===== config.mk =====
export PLATFORM = sky130hd
export DESIGN_NAME = cmd_dispatcher
export DESIGN_NICKNAME = d
export VERILOG_FILES = /design/src/rtl/cmd_dispatcher.sv
export SDC_FILE = /design/constraint.sdc
export NUM_CORES = 1
export LEC_CHECK = 0
export BUFFER_PORTS_ARGS = -buffer_cell sky130_fd_sc_hd__buf_2
export CAP_MARGIN = 20
export CORE_ASPECT_RATIO = 0.75
export CORE_MARGIN = 5
export CORE_UTILIZATION = 53
export CTS_CLUSTER_SIZE = 16
export DETAILED_ROUTE_END_ITERATION = 8
export GPL_TIMING_DRIVEN = 0
export PLACE_DENSITY = 0.79
export SLEW_MARGIN = 20
export SYNTH_ARGS = -nofsm -noshare
export SYNTH_HDL_FRONTEND = slang
export SYNTH_SLANG_ARGS = --single-unit

===== constraint.sdc =====
create_clock -name clk_i -period 2.7 [get_ports clk_i]
set_input_delay 0.405 -clock clk_i [delete_from_list [all_inputs] [get_ports clk_i]]
set_output_delay 0.405 -clock clk_i [all_outputs]
set_load 0.03 [all_outputs]

===== src/rtl/cmd_dispatcher.sv =====
// Command dispatcher between the SPI slave and the serial-flash controller.
// Decodes 16-bit frames into register accesses, flash operations and SPI responses.
module cmd_dispatcher #(
  parameter int unsigned          NRegs      = 4,
  parameter int unsigned          MemBytes   = 6,
  parameter int unsigned          Timeout    = 1024,
  parameter logic [NRegs*8-1:0]   RegDefault = 32'h7856_3412,
  parameter logic [15:0]          IdWord     = 16'h7975
) (
  input  logic                    clk_i,
  input  logic                    rst_ni,
  input  logic                    rx_valid_i,
  input  logic [15:0]             rx_frame_i,
  output logic [8*MemBytes-1:0]   tx_data_o,
  output logic [3:0]              tx_len_o,
  output logic                    tx_trig_o,
  input  logic                    tx_busy_i,
  output logic [7:0]              mem_cmd_o,
  output logic [23:0]             mem_addr_o,
  output logic [3:0]              mem_len_o,
  output logic                    mem_trig_o,
  input  logic                    mem_busy_i,
  input  logic [8*MemBytes-1:0]   mem_rdata_i,
  output logic [NRegs*8-1:0]      regs_o,
  output logic                    busy_o,
  output logic [7:0]              drop_cnt_o,
  output logic                    to_err_o
);

  localparam logic [15:0] TimeoutLast = 16'(Timeout - 1);
  localparam logic [3:0]  MemIdLen    = 4'((MemBytes < 6) ? MemBytes : 6);
  localparam logic [3:0]  MemMaxLen   = 4'(MemBytes);

  typedef enum logic [2:0] {
    StIdle, StDecode, StExec, StMemAck, StMemDone, StTxFree, StTxAck, StTxDone
  } state_e;

  state_e                 state_q, state_d;
  logic [3:0]             cmd_q, cmd_d;
  logic [3:0]             addr_q, addr_d;
  logic [7:0]             val_q, val_d;
  logic [NRegs*8-1:0]     regs_q, regs_d;
  logic [8*MemBytes-1:0]  tx_data_q, tx_data_d;
  logic [3:0]             tx_len_q, tx_len_d;
  logic                   tx_trig_q, tx_trig_d;
  logic [7:0]             mem_cmd_q, mem_cmd_d;
  logic [23:0]            mem_addr_q, mem_addr_d;
  logic [3:0]             mem_len_q, mem_len_d;
  logic                   mem_trig_q, mem_trig_d;
  logic [7:0]             drop_q, drop_d;
  logic                   to_err_q, to_err_d;
  logic [15:0]            tmo_cnt_q, tmo_cnt_d;

  logic                   in_wait;
  logic                   timed_out;
  logic [7:0]             get_byte;
  logic                   mem_op_go;
  logic [7:0]             mem_op_cmd;
  logic [3:0]             mem_op_len;

  assign in_wait   = state_q inside {StMemAck, StMemDone, StTxFree, StTxAck, StTxDone};
  assign timed_out = in_wait && (tmo_cnt_q == TimeoutLast);

  // Response byte for GET; address 0xF reports the error/drop status.
  always_comb begin
    get_byte = 8'hEE;
    if (addr_q == 4'hF) begin
      get_byte = {to_err_q, drop_q[6:0]};
    end
    for (int i = 0; i < NRegs; i++) begin
      if (addr_q == 4'(i)) begin
        get_byte = regs_q[8*i +: 8];
      end
    end
  end

  // Canned flash operations selected by ADDR for the MEM OP command.
  always_comb begin
    mem_op_go  = 1'b1;
    mem_op_cmd = 8'h00;
    mem_op_len = 4'd0;
    unique case (addr_q)
      4'd0:    begin mem_op_cmd = 8'h05; mem_op_len = 4'd1; end
      4'd1:    begin mem_op_cmd = 8'h07; mem_op_len = 4'd1; end
      4'd2:    begin mem_op_cmd = 8'hAB; mem_op_len = 4'd1; end
      4'd3:    begin mem_op_cmd = 8'h06; mem_op_len = 4'd0; end
      4'd4:    begin mem_op_cmd = 8'hC7; mem_op_len = 4'd0; end
      4'd5:    begin
        mem_op_cmd = 8'h03;
        mem_op_len = (val_q[3:0] < MemMaxLen) ? val_q[3:0] : MemMaxLen;
      end
      default: mem_op_go = 1'b0;
    endcase
  end

  always_comb begin
    state_d    = state_q;
    cmd_d      = cmd_q;
    addr_d     = addr_q;
    val_d      = val_q;
    regs_d     = regs_q;
    tx_data_d  = tx_data_q;
    tx_len_d   = tx_len_q;
    tx_trig_d  = tx_trig_q;
    mem_cmd_d  = mem_cmd_q;
    mem_addr_d = mem_addr_q;
    mem_len_d  = mem_len_q;
    mem_trig_d = mem_trig_q;
    drop_d     = drop_q;
    to_err_d   = to_err_q;

    if (rx_valid_i && (state_q != StIdle) && (drop_q != 8'hFF)) begin
      drop_d = drop_q + 8'd1;
    end

    unique case (state_q)
      StIdle: begin
        tx_trig_d  = 1'b0;
        mem_trig_d = 1'b0;
        if (rx_valid_i) begin
          cmd_d   = rx_frame_i[15:12];
          addr_d  = rx_frame_i[11:8];
          val_d   = rx_frame_i[7:0];
          state_d = StDecode;
        end
      end
      StDecode: state_d = StExec;
      StExec: begin
        state_d = StIdle;
        case (cmd_q)
          4'h2: begin
            for (int i = 0; i < NRegs; i++) begin
              if (addr_q == 4'(i)) begin
                regs_d[8*i +: 8] = val_q;
              end
            end
          end
          4'h3: begin
            tx_data_d       = '0;
            tx_data_d[15:0] = {get_byte, cmd_q, addr_q};
            tx_len_d        = 4'd2;
            state_d         = StTxFree;
          end
          4'h4: regs_d = RegDefault;
          4'h5: begin
            to_err_d = 1'b0;
            drop_d   = 8'd0;
          end
          4'h6: begin
            tx_data_d       = '0;
            tx_data_d[15:0] = IdWord;
            tx_len_d        = 4'd2;
            state_d         = StTxFree;
          end
          4'h7: begin
            mem_cmd_d  = 8'h9F;
            mem_len_d  = MemIdLen;
            mem_trig_d = 1'b1;
            state_d    = StMemAck;
          end
          4'h8: begin
            if (mem_op_go) begin
              mem_cmd_d  = mem_op_cmd;
              mem_len_d  = mem_op_len;
              mem_trig_d = 1'b1;
              state_d    = StMemAck;
            end
          end
          4'hA: begin
            for (int i = 0; i < 3; i++) begin
              if (addr_q == 4'(i)) begin
                mem_addr_d[8*i +: 8] = val_q;
              end
            end
          end
          default: state_d = StIdle;
        endcase
      end
      StMemAck: begin
        if (mem_busy_i) begin
          mem_trig_d = 1'b0;
          state_d    = StMemDone;
        end
      end
      StMemDone: begin
        if (!mem_busy_i) begin
          if (mem_len_q == 4'd0) begin
            state_d = StIdle;
          end else begin
            tx_data_d = mem_rdata_i;
            tx_len_d  = mem_len_q;
            state_d   = StTxFree;
          end
        end
      end
      StTxFree: begin
        if (!tx_busy_i) begin
          tx_trig_d = 1'b1;
          state_d   = StTxAck;
        end
      end
      StTxAck: begin
        if (tx_busy_i) begin
          tx_trig_d = 1'b0;
          state_d   = StTxDone;
        end
      end
      StTxDone: begin
        if (!tx_busy_i) begin
          state_d = StIdle;
        end
      end
      default: state_d = StIdle;
    endcase

    // Timeout wins over any handshake that completes in the same cycle.
    if (timed_out) begin
      tx_trig_d  = 1'b0;
      mem_trig_d = 1'b0;
      to_err_d   = 1'b1;
      state_d    = StIdle;
    end

    if ((state_d == StIdle) && (state_q != StIdle)) begin
      tx_data_d  = '0;
      tx_len_d   = 4'd0;
      tx_trig_d  = 1'b0;
      mem_trig_d = 1'b0;
    end
  end

  assign tmo_cnt_d = ((state_d != state_q) || !in_wait) ? 16'd0 : tmo_cnt_q + 16'd1;

  always_ff @(posedge clk_i or negedge rst_ni) begin
    if (!rst_ni) begin
      state_q    <= StIdle;
      cmd_q      <= 4'd0;
      addr_q     <= 4'd0;
      val_q      <= 8'd0;
      regs_q     <= RegDefault;
      tx_data_q  <= '0;
      tx_len_q   <= 4'd0;
      tx_trig_q  <= 1'b0;
      mem_cmd_q  <= 8'd0;
      mem_addr_q <= 24'd0;
      mem_len_q  <= 4'd0;
      mem_trig_q <= 1'b0;
      drop_q     <= 8'd0;
      to_err_q   <= 1'b0;
      tmo_cnt_q  <= 16'd0;
    end else begin
      state_q    <= state_d;
      cmd_q      <= cmd_d;
      addr_q     <= addr_d;
      val_q      <= val_d;
      regs_q     <= regs_d;
      tx_data_q  <= tx_data_d;
      tx_len_q   <= tx_len_d;
      tx_trig_q  <= tx_trig_d;
      mem_cmd_q  <= mem_cmd_d;
      mem_addr_q <= mem_addr_d;
      mem_len_q  <= mem_len_d;
      mem_trig_q <= mem_trig_d;
      drop_q     <= drop_d;
      to_err_q   <= to_err_d;
      tmo_cnt_q  <= tmo_cnt_d;
    end
  end

  assign tx_data_o  = tx_data_q;
  assign tx_len_o   = tx_len_q;
  assign tx_trig_o  = tx_trig_q;
  assign mem_cmd_o  = mem_cmd_q;
  assign mem_addr_o = mem_addr_q;
  assign mem_len_o  = mem_len_q;
  assign mem_trig_o = mem_trig_q;
  assign regs_o     = regs_q;
  assign busy_o     = (state_q != StIdle);
  assign drop_cnt_o = drop_q;
  assign to_err_o   = to_err_q;

endmodule


==> flow_metrics.env, run 1 <==
export IMPL_status="finished, final reports clean"
export IMPL_grt_pass1_vias=6457
export IMPL_cts_root_to_sink_buffers=2
export IMPL_seq_area_frac_synth_pct=55.36
export IMPL_die_w_um=147.7
export IMPL_finalPower_w=0.01012
export IMPL_synth_net_count=756
export IMPL_worst_pin_slew_ns=1.077
export IMPL_antenna_found_initial=2
export IMPL_grt_pass1_wl_mm=34.87
export IMPL_syn_inst=685
export IMPL_port_buffers=199
export IMPL_fmax_mhz=381.6
export IMPL_synth_most_common_cell="dfrtp_1"
export IMPL_synth_area_per_cell_sq_um=11.00
export IMPL_coreArea_sq_um=13840
export IMPL_end_kind="flip-flop"
export IMPL_yosysUniqueCellTypes=65
export IMPL_netlist_area_sq_um=7533
export IMPL_slew_headroom_pct=28.06
export IMPL_cp_start_kind="flip-flop"
export IMPL_cts_sinks=166
export IMPL_grt_usage_pct=26.18
export IMPL_synthArstFlopShare_pct=100.0
export IMPL_fin_crit_sh_pct=97.06
export IMPL_pwr_share_comb_pct=38.0
export IMPL_htreeDepth=4
export IMPL_ys_seq_elements=166
export IMPL_leakagePower_nw=4.612
export IMPL_n_fill_cell=1024
export IMPL_path_class="reg -> reg"
export IMPL_place_congestion=0.8839
export IMPL_dpl_cell_area_sq_um=8786
export IMPL_pwr_share_clk_pct=26.7
export IMPL_ir_drop_v=0.0007417
export IMPL_root_buffer="clkbuf_16"
export IMPL_cts_buffers=17
export IMPL_drive_gt1_share_pct=37.65
export IMPL_finalHoldViolCount=0
export IMPL_clk_pin_slew_ns=0.06
export IMPL_place_ws_ns=-0.2888
export IMPL_synth_top_area_share_pct=50.82
export IMPL_crit_chain="ha_2 > or4bb_4 > nor4_4 > buf_4 > o21ai_1 > a32oi_4 > buf_6 > nor3_2"
export IMPL_synth_edf_count=0
export IMPL_overflow=0
export IMPL_synth_top_flop_cell="dfrtp_1"
export IMPL_seqPwrFrac_pct=35.3
export IMPL_critPathMaxStageDelay_ns=0.56
export IMPL_crit_required_ns=3.00
export IMPL_postCtsHoldBufs=0
export IMPL_hpwlAfterDp_mm=15.63
export IMPL_crit_slowest_cell="or4bb_4"
export IMPL_netlist_top_cells_area="dfrtp_1 (51%), mux2_2 (6.7%), dfstp_2 (4.5%)"
export IMPL_design_area_sq_um=9604
export IMPL_final_antenna_net_count=0
export IMPL_drt_initial_drc_count=594
export IMPL_yosys_top_cells_count="dfrtp_1 (153), nand2_1 (90), nor2_1 (54), o21ai_0 (49), mux2_2 (45)"
export IMPL_start_util_pct=54.42
export IMPL_fin_ws_ns=0.07932
export IMPL_skew_ns=0.01105
export IMPL_crit_fanout=10
export IMPL_final_max_slew_viol_count=0
export IMPL_path_delay_family="simple AND/OR/NAND/NOR gates"
export IMPL_synth_largest_area_cell="dfrtp_1"
export IMPL_dieArea_sq_um=16720
export IMPL_maxCapViolations=0
export IMPL_grt_max_degree=101
export IMPL_wirelength_mm=22.30
export IMPL_totalNegativeSetupSlack_ns=0
export IMPL_firstDrtPassIters=5
export IMPL_cts_tree="built"
export IMPL_cp_buffers_inverters=2
export IMPL_routedWlPerCell_um=20.19
export IMPL_area_delta_synth_final_pct=27.49
export IMPL_num_rows=37
export IMPL_die_h_um=113.3
export IMPL_nNetsFinal=985
export IMPL_setup_viol=0
export IMPL_pin_count=201
export IMPL_viasPerCell=5.958
export IMPL_clk_latency_ns=0.43
export IMPL_whs_ns=0.01216
export IMPL_swShare_pct=41.03
export IMPL_p_per_area_nw_per_um2=1054
export IMPL_arrival_ns=2.92
export IMPL_yosysWarnings=0
export IMPL_dr_total_vias=6578
export IMPL_power_switching_w=0.004151
export IMPL_internal_power_w=0.005967
export IMPL_min_period_ns=2.621
export IMPL_drcViolationCount=0
export IMPL_hold_class="in -> async"
[layout by cell type, fill, tap and decap left out, types with 5 or more instances in the layout]
cell type / instances
buf_2: 209
dfrtp_1: 152
nand2_1: 90
nor2_1: 52
o21ai_0: 49
mux2_2: 45
a22o_1: 38
clkbuf_1: 26
clkbuf_16: 17
a21oi_1: 16
xor2_1: 14
buf_4: 13
dfstp_2: 13
o22ai_1: 12
nor3_2: 11
nand4_1: 10
nand3_1: 10
nor3_1: 9
a31oi_1: 9
a22oi_1: 8
xnor2_1: 7
o221ai_1: 6
nor4_1: 5
a221oi_1: 5
bufinv_16: 5
[metal layers]
metal  vias up  part of all wire [%]  global-route usage, %
met4         2                  0.79                  6.331
met3        26                   9.1                  5.164
met5         -                 0.090                      0
li1       2961                     -                      -
met1      3267                    43                  38.01
met2       322                    47                  40.96
[power by group through the flow]
stage / clock network [W] / registers, W / logic, W
2_1_floorplan: 0 / 0.00415 / 0.00183
3_3_place_gp: 0 / 0.00356 / 0.00357
3_5_place_dp: 0 / 0.00357 / 0.00363
4_1_cts: 0.00271 / 0.00354 / 0.00368
5_1_grt: 0.00281 / 0.00364 / 0.00412
6_report: 0.00270 / 0.00357 / 0.00385
[worst paths after layout]
kind	start	end	slack [ns]	cells after the start
min reg2reg	mem_cmd_o[6]	mem_cmd_o[6]	0.48	2
min	rst_ni	tmo_cnt_q[13]	0.01	1
max in group asynchronous	rst_ni	regs_o[30]	1.85	2
max	tmo_cnt_q[0]	tmo_cnt_q[4]	0.08	8
min in group clk_i	mem_rdata_i[27]	tx_data_o[27]	0.20	2
max reg2reg	tmo_cnt_q[0]	tmo_cnt_q[4]	0.08	8
[layout make-up]
cell class / count / area, sq um / share of cell area, %
Antenna cell: 2 / 5.005 / 0.05211
Buffer: 41 / 188.9 / 1.967
Clock buffer: 21 / 450.4 / 4.690
Clock inverter: 11 / 198.9 / 2.071
Inverter: 4 / 15.01 / 0.1563
Multi-Input combinational cell: 474 / 3247 / 33.81
Sequential cell: 166 / 4172 / 43.43
Tap cell: 175 / 219.0 / 2.280
Timing Repair Buffer: 210 / 1109 / 11.54
[stage by stage]
stage | utilization [%] | std cells
after global routing | 69.37 | 1103
after detailed placement | 63.47 | 1060
after global placement | 63.20 | 1059
final | 69.38 | 1104
after floorplan | - | 685
after CTS | 68.39 | 1093
[registers in the layout, indices dropped and copies added (netlist names)]
signal	cells
cmd_q	4
to_err_o	1
mem_trig_o	1
mem_len_o	4
tmo_cnt_q	16
tx_len_o	4
state_q	3
addr_q	4
mem_cmd_o	8
tx_trig_o	1
tx_data_o	48
regs_o	32
drop_cnt_o	8
val_q	8
mem_addr_o	24
[worst register-to-register path, cell delays in order, from the launching register on]
cell and delay, ns:
dfrtp_2 0.38, ha_2 0.22, or4bb_4 0.56, nor4_4 0.32, buf_4 0.24, o21ai_1 0.11
a32oi_4 0.37, buf_6 0.24, nor3_2 0.07
[kinds of logic (layout without fill, tap and decap cells)]
family | after synthesis | count (layout) | share of synthesized area [%]
mux | 48 | 48 | 7.125
other cells | 0 | 2 | 0
xor+xnor | 21 | 21 | 2.442
fa+ha+maj | 2 | 2 | 0.3321
simple gates | 234 | 234 | 16.14
flops | 166 | 166 | 55.36
buf+inv | 45 | 287 | 2.607
compound gates | 169 | 169 | 15.99
[repair_timing]
item | 4_1_cts | 5_1_grt
gates resized for setup | 6 | 17
endpoints found under the setup margin | 58 | 82
pin swaps | 1 | 3
buffers inserted | 1 | 9
Note: power is estimated with default switching activity, not from simulation.
==> run 2, diff against run 1 <==
--- a/config.mk
+++ b/config.mk
@@ -13,8 +13,10 @@
 export CTS_CLUSTER_SIZE = 16
 export DETAILED_ROUTE_END_ITERATION = 8
 export GPL_TIMING_DRIVEN = 0
+export MAX_ROUTING_LAYER = met4
 export PLACE_DENSITY = 0.79
 export SLEW_MARGIN = 20
 export SYNTH_ARGS = -nofsm -noshare
 export SYNTH_HDL_FRONTEND = slang
 export SYNTH_SLANG_ARGS = --single-unit
+export TNS_END_PERCENT = 1
==> run 2 against run 1 <==
The run now ends with setup timing left. Count of clock-buffer cells in the layout stayed put. Sequential share of layout area is 0.46 points higher. Sequential cell count stayed put. Total power is 1.3% lower. Worst hold slack better by 0.0047 ns. Clock skew is 0.0014 ns higher. Utilization is 0.71 points lower. Largest cell class unchanged. Largest power group unchanged. Highest routed layer is now met4.
==> flow_metrics.env, run 2 (synthesis gave the netlist of run 1 again) <==
export IMPL_nNetsFinal=976
export IMPL_root_buffer="clkbuf_16"
export IMPL_timing_critical_path_from="cmd_q[0]"
export IMPL_cp_buffers_inverters=2
export IMPL_skew_ns=0.01248
export IMPL_n_fill_cell=1033
export IMPL_maxCapViolations=0
export IMPL_wirelength_mm=21.93
export IMPL_grt_max_degree=101
export IMPL_final_max_slew_viol_count=0
export IMPL_seqPwrFrac_pct=35.7
export IMPL_die_h_um=113.3
export IMPL_drive_gt1_share_pct=36.60
export IMPL_swShare_pct=40.99
export IMPL_end_kind="flip-flop"
export IMPL_status="finished, violations left"
export IMPL_design_area_sq_um=9505
export IMPL_drcViolationCount=0
export IMPL_num_rows=37
export IMPL_htreeDepth=4
export IMPL_p_per_area_nw_per_um2=1050
export IMPL_postCtsHoldBufs=0
export IMPL_arrival_ns=3.05
export IMPL_worst_pin_slew_ns=1.110
export IMPL_grt_pass1_vias=6423
export IMPL_pwr_share_clk_pct=27.0
export IMPL_area_delta_synth_final_pct=26.18
export IMPL_leakagePower_nw=4.556
export IMPL_finalHoldViolCount=0
export IMPL_coreArea_sq_um=13840
export IMPL_crit_slowest_cell="o31ai_4"
export IMPL_routedWlPerCell_um=20.03
export IMPL_dr_total_vias=6482
export IMPL_cp_start_kind="flip-flop"
export IMPL_fin_ws_ns=-0.05346
export IMPL_violations="setup timing"
export IMPL_port_buffers=199
export IMPL_dieArea_sq_um=16720
export IMPL_overflow=0
export IMPL_fin_crit_sh_pct=102.0
export IMPL_ir_drop_v=0.0007396
export IMPL_clk_pin_slew_ns=0.06
export IMPL_hold_class="in -> async"
export IMPL_fin_cells=1095
export IMPL_firstDrtPassIters=5
export IMPL_place_congestion=0.8986
export IMPL_cts_tree="built"
export IMPL_min_period_ns=2.753
export IMPL_viasPerCell=5.920
export IMPL_dp_cells=1060
export IMPL_fmax_mhz=363.2
export IMPL_layout_common_cells="buf_2 (211), dfrtp_1 (151), nand2_1 (90)"
export IMPL_grt_pass1_wl_mm=34.71
export IMPL_cts_sinks=166
export IMPL_final_common_cell="buf_2"
export IMPL_drt_initial_drc_count=574
export IMPL_critPathMaxStageDelay_ns=0.53
export IMPL_crit_fanout=10
export IMPL_antenna_found_initial=2
export IMPL_setup_viol=39
export IMPL_hpwlAfterDp_mm=15.63
export IMPL_rsz0062_at_grt="true"
export IMPL_crit_chain="clkbuf_1 > xor2_1 > nand4b_1 > nand4_1 > o31ai_4 > nor2_2 > buf_2 > a22o_1"
export IMPL_largest_reg_flops=48
export IMPL_start_util_pct=54.42
export IMPL_final_util_pct=68.67
export IMPL_final_antenna_net_count=0
export IMPL_pin_count=201
export IMPL_die_w_um=147.7
export IMPL_power_switching_w=0.004092
export IMPL_slew_headroom_pct=25.84
export IMPL_pwr_share_comb_pct=37.3
export IMPL_grt_usage_pct=26.83
export IMPL_crit_required_ns=2.99
export IMPL_finalPower_w=0.009983
export IMPL_cts_buffers=17
export IMPL_whs_ns=0.01691
export IMPL_cts_root_to_sink_buffers=2
export IMPL_internal_power_w=0.005891
export IMPL_path_class="reg -> reg"
export IMPL_worstReg2RegStart="cmd_q[0]"
export IMPL_dpl_cell_area_sq_um=8786
export IMPL_clk_latency_ns=0.42
export IMPL_path_delay_family="compound AO/OA/AOI/OAI gates"
## run 2: path summary, 6_finish.rpt
path / to / slack (ns) / cells past startpoint
setup reg to reg: tx_data_o[45] / -0.05 / 8
hold / removal: tmo_cnt_q[13] / 0.02 / 1
setup / recovery: tx_data_o[45] / -0.05 / 8
hold reg to reg: mem_cmd_o[6] / 0.48 / 2
min in group clk_i: tx_data_o[27] / 0.20 / 2
max in group asynchronous: regs_o[18] / 1.84 / 2
## run 2: layer usage
layer | part of all wire [%] | vias up | track usage [%]
li1 | - | 2947 | -
met1 | 45 | 3214 | 38.16
met2 | 46 | 297 | 40.62
met3 | 7.8 | 24 | 4.724
met4 | 1.1 | 0 | 6.331
met5 | 0 | - | -
## run 2: timing repair
item / 4_1_cts / 5_1_grt
setup endpoints to repair: 58 / 98
gates resized for setup: 2 / 9
setup buffers: 1 / 0
pin swaps: 2 / 0
## run 2: metrics by stage
| stage | TNS [ns] | setup slack [ns] |
|---|---|---|
| 6_report | -0.9420 | -0.05346 |
| 3_5_place_dp | -10.29 | -0.2888 |
| 2_1_floorplan | 0 | 0.2137 |
| 3_3_place_gp | -203.73 | -1.264 |
| 5_1_grt | -6.625 | -0.1891 |
| 4_1_cts | -3.342 | -0.1461 |
## run 2: power by group through the flow
stage | clock [W] | sequential [W] | combinational [W]
after global routing | 0.00282 | 0.00364 | 0.00400
final | 0.00269 | 0.00357 | 0.00372
after detailed placement | 0 | 0.00357 | 0.00363
after floorplan | 0 | 0.00415 | 0.00183
after global placement | 0 | 0.00356 | 0.00357
after CTS | 0.00271 | 0.00353 | 0.00368
## run 2: cell type report
cell class              count  area (sq um)  area share (%)
clock buffers              21         450.4           4.739
multi-input cells         474          3218           33.86
inverters                   4         15.01          0.1580
plain buffers              41         185.2           1.948
repair buffers            201          1041           10.95
well taps                 175         219.0           2.304
flip-flops and latches    166          4173           43.90
diodes                      2         5.005         0.05265
clock inverters            11         198.9           2.093
==> run 3, diff against run 2 <==
--- a/config.mk
+++ b/config.mk
@@ -14,7 +14,7 @@
 export DETAILED_ROUTE_END_ITERATION = 8
 export GPL_TIMING_DRIVEN = 0
 export MAX_ROUTING_LAYER = met4
-export PLACE_DENSITY = 0.79
+export PLACE_DENSITY_LB_ADDON = 0.2
 export SLEW_MARGIN = 20
 export SYNTH_ARGS = -nofsm -noshare
 export SYNTH_HDL_FRONTEND = slang
==> run 3 against run 2 <==
The run still ends with setup timing left. Critical path type unchanged. Non-clock buffer count up 1. Wire length up 0.75%. Sequential power about the same. Via count up 2.0%. Register-to-register slack worse by 0.03 ns.
==> flow_metrics.env, run 3 (synthesis gave the netlist of run 1 again) <==
export IMPL_status="finished, violations left"
export IMPL_violations="setup timing"
export IMPL_pwr_share_comb_pct=37.2
export IMPL_crit_slowest_cell="o41ai_2"
export IMPL_cp_buffers_inverters=1
export IMPL_place_congestion=0.9053
export IMPL_root_buffer="clkbuf_16"
export IMPL_maxCapViolations=0
export IMPL_totalNegativeSetupSlack_ns=-1.944
export IMPL_viasPerCell=6.045
export IMPL_place_ws_ns=-0.2927
export IMPL_rsz0062_at_grt="true"
export IMPL_path_delay_family="compound AO/OA/AOI/OAI gates"
export IMPL_crit_fanout=10
export IMPL_htreeDepth=4
export IMPL_multi_input_area_sq_um=3208
export IMPL_coreArea_sq_um=13840
export IMPL_clk_latency_ns=0.43
export IMPL_seqPwrFrac_pct=35.7
export IMPL_crit_required_ns=3.01
export IMPL_drive_gt1_share_pct=36.89
export IMPL_end_kind="flip-flop"
export IMPL_cts_root_to_sink_buffers=2
export IMPL_crit_chain="o41ai_2 > nand4_1 > o31ai_4 > nor2_2 > buf_2 > a22o_1"
export IMPL_port_buffers=199
export IMPL_layout_common_cells="buf_2 (211), dfrtp_1 (151), nand2_1 (90)"
export IMPL_worstReg2RegStart="mem_len_o[1]"
export IMPL_n_fill_cell=1023
export IMPL_largest_reg_flops=48
export IMPL_drt_initial_drc_count=500
export IMPL_die_w_um=147.7
export IMPL_wirelength_mm=22.10
export IMPL_final_max_slew_viol_count=0
export IMPL_finalHoldViolCount=0
export IMPL_pwr_share_clk_pct=27.0
export IMPL_fmax_mhz=358.8
export IMPL_cts_sinks=166
export IMPL_grt_usage_pct=27.60
export IMPL_design_area_sq_um=9503
export IMPL_cp_start_kind="flip-flop"
export IMPL_cts_buffers=17
export IMPL_min_to="tx_data_o[32]"
export IMPL_nNetsFinal=977
export IMPL_hold_start="mem_rdata_i[32]"
export IMPL_setup_viol=35
export IMPL_finalPower_w=0.01001
export IMPL_firstDrtPassIters=5
export IMPL_ff_latch_area_sq_um=4173
export IMPL_routedWlPerCell_um=20.20
export IMPL_power_switching_w=0.004098
export IMPL_ir_drop_v=0.0005840
export IMPL_final_antenna_net_count=0
export IMPL_hpwlAfterDp_mm=15.92
export IMPL_worst_r2r_cell_count=6
export IMPL_cts_tree="built"
export IMPL_whs_ns=0.1969
export IMPL_skew_ns=0.01040
export IMPL_leakagePower_nw=4.561
export IMPL_rr_endpoint="tx_data_o[38]"
export IMPL_swShare_pct=40.95
export IMPL_hold_class="in -> reg"
export IMPL_rrSetupSlack_ns=-0.09
export IMPL_clk_pin_slew_ns=0.06
export IMPL_area_delta_synth_final_pct=26.14
export IMPL_grt_max_degree=94
export IMPL_dpl_cell_area_sq_um=8786
export IMPL_drcViolationCount=0
export IMPL_internal_power_w=0.005910
export IMPL_slew_headroom_pct=42.36
export IMPL_worst_pin_slew_ns=0.8614
export IMPL_min_period_ns=2.787
export IMPL_hold_depth=2
export IMPL_antenna_cells=0
export IMPL_pin_count=201
export IMPL_dieArea_sq_um=16720
export IMPL_critPathMaxStageDelay_ns=0.62
export IMPL_dr_total_vias=6613
export IMPL_overflow=0
export IMPL_fin_crit_sh_pct=103.2
export IMPL_antenna_found_initial=0
export IMPL_arrival_ns=3.10
export IMPL_num_rows=37
export IMPL_grt_pass1_vias=6554
export IMPL_fin_ws_ns=-0.08685
export IMPL_die_h_um=113.3
export IMPL_final_common_cell="buf_2"
export IMPL_grt_pass1_wl_mm=35.35
export IMPL_path_class="reg -> reg"
export IMPL_p_per_area_nw_per_um2=1053
export IMPL_start_util_pct=54.42
[run 3: worst register-to-register path, delay by kind of cell, from the launching register on]
kind            cells  cell delay [ns]
simple gates        2             0.57
buf+inv             1             0.24
compound gates      3             1.39
flops               1             0.46
[run 3: worst max path at each step]
| stage | start | endpoint | cells past startpoint |
|---|---|---|---|
| 3_3_place_gp | rst_ni | mem_addr_o[5] | 1 |
| 5_1_grt | cmd_q[0] | tmo_cnt_q[6] | 7 |
| 3_5_place_dp | tmo_cnt_q[0] | tx_data_o[31] | 8 |
| 6_report | mem_len_o[1] | tx_data_o[38] | 6 |
| 4_1_cts | state_q[2] | tmo_cnt_q[6] | 7 |
| 2_1_floorplan | tmo_cnt_q[0] | tx_data_o[19] | 7 |
[run 3: layer usage]
layer	GRT usage (%)	part of all wire, %	vias to the layer above	routed length [um]
met1	38.92	45	3302	9970
met5	-	0	-	0
met3	5.524	7.9	35	1743
met4	8.380	1.7	0	385
li1	-	-	2950	-
met2	40.78	45	326	9997
[run 3: final cells by class]
cell class,count,share of cell area (%)
clock buffer,21,4.845
tap,175,2.304
sequential,166,43.91
multi-input combinational,474,33.76
timing repair buffer,202,11.06
clock inverter,11,2.054
inverter,4,0.1580
buffer,41,1.909
[run 3: timing repair]
item | 4_1_cts | 5_1_grt
cloned | 0 | 0
buffers inserted | 1 | 0
hold buffers | 1 | 0
resized for setup | 7 | 4
hold endpoints to repair | 66 | 0
setup endpoints to repair | 71 | 69
pin swaps | 2 | 0
[run 3: metrics by stage]
stage,util (%),cells
floorplan,-,685
global placement,63.20,1059
detailed placement,63.47,1060
CTS,68.54,1094
global route,68.65,1094
finish,68.65,1094
[run 3: power by group through the flow]
stage,clock [W],combinational (W),sequential (W)
final,0.00271,0.00373,0.00357
after CTS,0.00275,0.00370,0.00355
after global routing,0.00286,0.00400,0.00365
after floorplan,0,0.00183,0.00415
after global placement,0,0.00355,0.00355
after detailed placement,0,0.00366,0.00358
